## config.mk

```make
export PLATFORM = sky130hd
export DESIGN_NAME = fifo_generic
export DESIGN_NICKNAME = d
export VERILOG_FILES = /design/src/rtl/fifo_generic.sv
export SDC_FILE = /design/constraint.sdc
export NUM_CORES = 1
export LEC_CHECK = 0
export ABC_CLOCK_PERIOD_IN_PS = 2200
export CAP_MARGIN = 20
export CELL_PAD_IN_SITES_DETAIL_PLACEMENT = 0
export CELL_PAD_IN_SITES_GLOBAL_PLACEMENT = 2
export CORE_UTILIZATION = 39
export CTS_CLUSTER_DIAMETER = 80
export CTS_CLUSTER_SIZE = 28
export DETAILED_ROUTE_END_ITERATION = 7
export PLACE_DENSITY_LB_ADDON = 0.1
export SLEW_MARGIN = 10
export SYNTH_ARGS = -nofsm -noshare
export SYNTH_HDL_FRONTEND = slang
export SYNTH_SLANG_ARGS = --single-unit
```

## constraint.sdc

```tcl
create_clock -name clk -period 2.2 [get_ports clk]
set_input_delay 0.44 -clock clk [delete_from_list [all_inputs] [get_ports clk]]
set_output_delay 0.44 -clock clk [all_outputs]
set_load 0.02 [all_outputs]
```

## src/rtl/fifo_generic.sv

```systemverilog
// Synchronous single-clock FIFO with any depth >= 2, registered read data and count-decoded flags.
// Optional simulation checks for dropped writes and ignored reads are enabled by defining FIFO_GENERIC_CHECK_EN.
module fifo_generic #(
  parameter int FIFO_DEPTH        = 8,
  parameter int FIFO_DATA_WIDTH   = 8,
  parameter int ALMOSTFULL_DEPTH  = 3,
  parameter int ALMOSTEMPTY_DEPTH = 3
) (
  input  logic                       clk,
  input  logic                       clk_enable,
  input  logic                       reset,
  input  logic                       write,
  input  logic                       read,
  input  logic [FIFO_DATA_WIDTH-1:0] write_data,
  output logic [FIFO_DATA_WIDTH-1:0] read_data,
  output logic                       empty,
  output logic                       full,
  output logic                       almost_empty,
  output logic                       almost_full
);

  localparam int PTR_W = $clog2(FIFO_DEPTH);
  localparam int CNT_W = $clog2(FIFO_DEPTH) + 1;

  localparam logic [CNT_W-1:0] CNT_FULL = CNT_W'(FIFO_DEPTH);
  localparam logic [CNT_W-1:0] CNT_AF   = CNT_W'(FIFO_DEPTH - ALMOSTFULL_DEPTH);
  localparam logic [CNT_W-1:0] CNT_AE   = CNT_W'(ALMOSTEMPTY_DEPTH);
  localparam logic [PTR_W-1:0] PTR_LAST = PTR_W'(FIFO_DEPTH - 1);

  logic [FIFO_DATA_WIDTH-1:0] mem [FIFO_DEPTH];
  logic [PTR_W-1:0]           wr_ptr;
  logic [PTR_W-1:0]           rd_ptr;
  logic [CNT_W-1:0]           count;
  logic                       rd_accept;
  logic                       wr_accept;

  // A full FIFO still accepts a write when a read frees a slot on the same edge.
  assign rd_accept = read && !empty;
  assign wr_accept = write && (!full || rd_accept);

  assign empty        = (count == '0);
  assign full         = (count == CNT_FULL);
  assign almost_empty = (count <= CNT_AE);
  assign almost_full  = (count >= CNT_AF);

  always_ff @(posedge clk) begin
    if (!reset && clk_enable && wr_accept) begin
      mem[wr_ptr] <= write_data;
    end
  end

  always_ff @(posedge clk) begin
    if (reset) begin
      wr_ptr    <= '0;
      rd_ptr    <= '0;
      count     <= '0;
      read_data <= '0;
    end else if (clk_enable) begin
      if (wr_accept) begin
        wr_ptr <= (wr_ptr == PTR_LAST) ? '0 : wr_ptr + PTR_W'(1);
      end
      if (rd_accept) begin
        read_data <= mem[rd_ptr];
        rd_ptr    <= (rd_ptr == PTR_LAST) ? '0 : rd_ptr + PTR_W'(1);
      end
      case ({wr_accept, rd_accept})
        2'b10:   count <= count + CNT_W'(1);
        2'b01:   count <= count - CNT_W'(1);
        default: count <= count;
      endcase
    end
  end

`ifdef FIFO_GENERIC_CHECK_EN
  always_ff @(posedge clk) begin
    if (!reset && clk_enable) begin
      if (write && !wr_accept) begin
        $error("fifo_generic: write dropped on full FIFO at time %0t", $time);
      end
      if (read && empty) begin
        $error("fifo_generic: read ignored on empty FIFO at time %0t", $time);
      end
    end
  end
`else
  // Checking disabled: no additional logic.
`endif

endmodule

```

# --- Yosys cells after proc, flatten, opt, wreduce, memory -nomap -nowiden ---
# Memory sizes are Yosys's and may differ from the RTL's. A register that Yosys moved wholly into a read port is not among the register bits.
# Cells that the tools add are included.
# Widths: inputs -> output; s select.
totals:
  regBits: 10
  mem_bits_rw: 64
  n_memories: 1
op_classes:
  n_addsub: 4
  n_lt_le_gt_ge: 2
  eq_ne: 5
  n_mux: 5
  n_reduce_logical: 13
mem_list:
  columns: ["name", "words", "width", "rd", "rd_ports_with_merged_regs", "wr", "line", "text"]
  rows:
  - ["mem", 8, 8, 1, 1, 1, "30", "logic [FIFO_DATA_WIDTH-1:0] mem [FIFO_DEPTH];"]
ops:
  columns: ["op", "n"]
  rows:
  - ["$pmux 4 s2", 1]
  - ["$add 3x1->3 const B", 2]
  - ["$eq 3x3->1 const B", 2]
  - ["$mux 3", 2]
  - ["$reduce_and 2->1", 3]
  - ["$add 4x1->4 const B", 1]
  - ["$eq 4x4->1 const B", 1]
  - ["$ge 4x3->1 const B", 1]
  - ["$le 4x2->1 const B", 1]
  - ["$logic_and 1x1->1", 4]
  - ["$logic_not 4->1", 1]
  - ["$sub 4x1->4 const B", 1]
  - ["$logic_not 1->1", 3]
  - ["$eq 2x1->1 const B", 1]
  - ["$eq 2x2->1 const B", 1]
  - ["$mux 1", 2]
  - ["$reduce_bool 2->1", 1]
  - ["$logic_or 1x1->1", 1]

# --- Logic depth before layout (Yosys ltp) ---
depth:
  ltp_word: 8
  ltp_mapped: 9
  depth_no_buf: 8

# --- Least setup slack after synthesis ---
# Ideal clock, no wire load.
synth_path:
  path_kind: "reg-to-reg"
  start: "reg count[3]"
  end: "reg count[3]"
  arrival_ps: 2168
  path_slack_ps: -88
  stages_incl_launch_ff: 10
  n_path_buf: 1
  synth_period_minus_slack_ps: 2288
  path_cell_list: "dfxtp_1 buf_6 o41ai_1 or2_2 inv_1 ha_1 a21oi_1 a211o_1 nand3_1 mux2_2"
synth_via:
  elab_chain_len: 8
synth_lines:
  columns: ["item", "line", "text"]
  rows:
  - ["start, declared", "33", "logic [CNT_W-1:0] count;"]
  - ["start signal, assigned", "67", "2'b10: count <= count + CNT_W'(1);"]
  - ["start signal, assigned", "68", "2'b01: count <= count - CNT_W'(1);"]
  - ["start signal, assigned", "69", "default: count <= count;"]
  - ["$logic_not 4->1", "41", "assign empty = (count == '0);"]
  - ["$logic_not 1->1", "38", "assign rd_accept = read && !empty;"]
  - ["$logic_and 1x1->1", "38", null]
  - ["$logic_or 1x1->1", "39", "assign wr_accept = write && (!full || rd_accept);"]
  - ["$logic_and 1x1->1", "39", null]
  - ["$eq 2x1->1 or $eq 2x2->1 (tied branches)", "66", "case ({wr_accept, rd_accept})"]
  - ["$reduce_bool 2->1 (no source line)", null, null]
  - ["$reduce_and 2->1 (no source line)", null, null]
# Parallel ways exist; a longest one is shown, timed or not.
# A chain may end at the register's enable or synchronous reset.

# --- Worst setup path after layout ---
# Same ends and word-level chain as after synthesis.

==> metrics.yaml <==
grt_usage: 0.166
power_density_mw_per_mm2: 743
avgViaCountPerCell: 5.26
postLayoutCellArea_mm2: 0.00411
cts_inserted_buffers: 9
number_of_antenna_cells_inserted: 0
cp-start-kind: "flip-flop"
floorplan.io_pins: 25
finalHoldViolCount: 0
crit_path_kind: "reg -> reg"
final.min_clock_period_ns: 2.15
clk_path_buf_depth: 2
place.detailed.hpwl_um: 4390
crit_chain: "o41ai_4 > or2_4 > inv_1 > ha_4 > a21oi_1 > a211o_1 > nand3_1 > mux2_2"
first_iter_violations: 49
grt_first_pass_wirelength_um: 10600
grt_start_max_net_pins: 20
clock_skews_ns: 0.00919
dieArea_mm2: 0.00924
finalCritPeriodShare: 0.978
post_synth_instance_area_mm2: 0.00345
postPlaceCellArea_mm2: 0.00391
crit_path_max_incr_delay_ns: 0.37
clock.fmax_mhz: 465
cp_data_arrival_time_ns: 2.39
timing.critical_path.slowest_stage_cell: "sky130_fd_sc_hd__o41ai_4"
grt_setup_unrepaired: "true"
layout.cells.non_filler: 364
setup_viol: 0
timing.critical_path.fanout_max: 6
route.detailed.wl_per_inst_um: 18.3
tightestPinTransition_ns: 0.852
detail_route.drc_violations: 0
power_leakage_nw: 1.33
syn-mean-instance-area_um2: 16.4
clock_latency_ns: 0.35
number_of_warnings_reported_in_the_yosys_synthesis_log: 0
design.core.area_mm2: 0.00838
cts_hold_repair.buffers: 0
cp-end-kind: "flip-flop"
ctsHtreeMaxLevel: 3
antenna_found_initial: 0
routed_antenna_nets: 0
min-delay-path-class: "reg -> reg"
number_of_buffers_inserted_by_post_cts_setup_repair: 0
crit_family: "compound AO/OA/AOI/OAI gates"
area_growth_pct: 18.8
final-max-slew-violation-count: 0
number_of_enable_flip_flop_cells_after_synthesis: 64
numClockSinks: 82
die_h_um: 96.1
layout.nets: 274
floorplan.die.width_um: 96.1
initial_core_utilization: 0.412
max_slew_margin: 0.431
drtPass1Iterations: 5
finalWirelength_um: 6660
ys_types: 41
critical_path.n_buffers_inverters: 1
grt_pass1_vias: 1982
globalRoute.totalOverflow: 0
cts_tree: "built"
clockRootBuffer: "sky130_fd_sc_hd__clkbuf_8"
async_flop_share: 0
place.gp.congestion: 0.777
synth_sequential_area_ratio: 0.661
synth.net_count: 231
clkSlewWorstSetupHoldPaths_ns: 0.08
drive_above_1_share: 0.282
io_buffers: 24
drv_cap: 0
route.vias.total: 1914
outcome: "completed"
dominantRegCellSynth: "sky130_fd_sc_hd__edfxtp_1"
syn_inst: 211
dpl.cell_count: 348
finish.utilization: 0.490
vdd_ir_drop_max_mv: 0.514
count_of_standard_cell_rows: 33
required_time_reported_for_the_critical_path_endpoint_ns: 2.44
flip_flop_and_latch_count_after_synthesis: 82
-- worst min-delay path, delay by kind of cell, from the launching register on --
kind             cells  cell delay [ns]
AO/OA/AOI/OAI        1             0.05
flip-flops           1             0.31
AND/OR/NAND/NOR      1             0.12
-- power breakdown --
group,internal (W),switching (W),total [W]
sequential,0.00170,0.0000315,0.00173
combinational,0.000188,0.000185,0.000373
clock,0.000405,0.000541,0.000946
-- cell usage after synthesis (2+ instances only) --
| cell | instances | area [um2] |
|---|---|---|
| sky130_fd_sc_hd__edfxtp_1 | 64 | 1920 |
| sky130_fd_sc_hd__dfxtp_1 | 18 | 360 |
| sky130_fd_sc_hd__nor2_1 | 18 | 67.6 |
| sky130_fd_sc_hd__mux4_2 | 16 | 360 |
| sky130_fd_sc_hd__a211oi_2 | 9 | 113 |
| sky130_fd_sc_hd__mux2i_1 | 9 | 90.1 |
| sky130_fd_sc_hd__nand2_1 | 9 | 33.8 |
| sky130_fd_sc_hd__a21oi_1 | 8 | 40.0 |
| sky130_fd_sc_hd__inv_1 | 7 | 26.3 |
| sky130_fd_sc_hd__ha_1 | 6 | 75.1 |
| sky130_fd_sc_hd__nor3_1 | 4 | 20.0 |
| sky130_fd_sc_hd__buf_2 | 3 | 15.0 |
| sky130_fd_sc_hd__buf_6 | 3 | 33.8 |
| sky130_fd_sc_hd__nand3_1 | 3 | 15.0 |
| sky130_fd_sc_hd__o21ai_0 | 3 | 15.0 |
| sky130_fd_sc_hd__xnor2_1 | 3 | 26.3 |
| sky130_fd_sc_hd__buf_1 | 2 | 7.51 |
| sky130_fd_sc_hd__clkbuf_1 | 2 | 7.51 |
| sky130_fd_sc_hd__nand3b_1 | 2 | 15.0 |
-- metal layers --
| layer | global-route usage | up-vias | share of wire |
|---|---|---|---|
| met2 | 0.272 | 36 | 0.49 |
| met3 | 0.0458 | 8 | 0.038 |
| met5 | 0 | - | 0 |
| met4 | 0.0634 | 0 | 0.016 |
| met1 | 0.209 | 959 | 0.46 |
| li1 | - | 911 | - |
-- registers in the layout, indices dropped and copies added (netlist names) --
name	cells
count	4
read_data	8
mem	64
rd_ptr	3
wr_ptr	3
-- placed cells by master (no fill, tap or decap), drive strengths merged, types with 2 or more instances in the layout --
cell type,Yosys,final
mux2i,9,9
mux4,16,16
edfxtp,64,64
o21ai,3,3
nand3b,2,2
a211oi,10,10
xnor2,3,3
clkinv,0,4
inv,7,8
nand2,9,9
dfxtp,18,18
ha,6,6
buf,10,20
clkbuf,2,10
clkdlybuf4s50,0,21
nor3,4,4
clkinvlp,0,2
nand3,3,3
a21oi,8,8
or3,2,2
nor2,18,18
-- stage by stage --
step                      setup TNS [ns]  hold WS, ns  worst slack (ns)  power (W)
final                                  0        0.534            0.0489    0.00305
after global routing             -0.0121        0.568           -0.0121    0.00319
after CTS                       -0.00334        0.540          -0.00334    0.00310
after detailed placement          -0.363        0.523            -0.314    0.00214
after global placement            -0.274        0.519            -0.254    0.00212
after floorplan                        0        0.498          0.000794    0.00200
-- path summary, 6_finish.rpt --
kind / startpoint / end / slack (ns) / cells past startpoint
setup / recovery: count[3] / count[3] / 0.05 / 8
hold / removal: read_data[3] / read_data[3] / 0.53 / 2
setup reg to reg: count[3] / count[3] / 0.05 / 8
hold reg to reg: read_data[3] / read_data[3] / 0.53 / 2
-- cell families after synthesis --
logic type | Yosys count | share of synthesized area
AND/OR/NAND/NOR | 47 | 0.0706
flip-flops | 82 | 0.661
multiplexers | 26 | 0.134
buffers and inverters | 19 | 0.0326
XOR/XNOR | 3 | 0.00761
adder cells (fa/ha/maj) | 7 | 0.0275
AO/OA/AOI/OAI | 27 | 0.0674
-- cell type report --
| type | instances | area [um2] |
|---|---|---|
| clock buffer | 9 | 124 |
| clock inverter | 7 | 45.0 |
| fill | 744 | 4280 |
| inverter | 7 | 26.3 |
| multi-input combinational | 110 | 1090 |
| sequential | 82 | 2290 |
| tap | 105 | 131 |
| timing repair buffer | 44 | 399 |
-- what timing repair did --
action / in CTS / in global routing
resized for setup: 7 / 4
pin swaps: 1 / 0
endpoints found under the setup margin: 3 / 3
No activity file was read; power rests on OpenSTA's default activity.
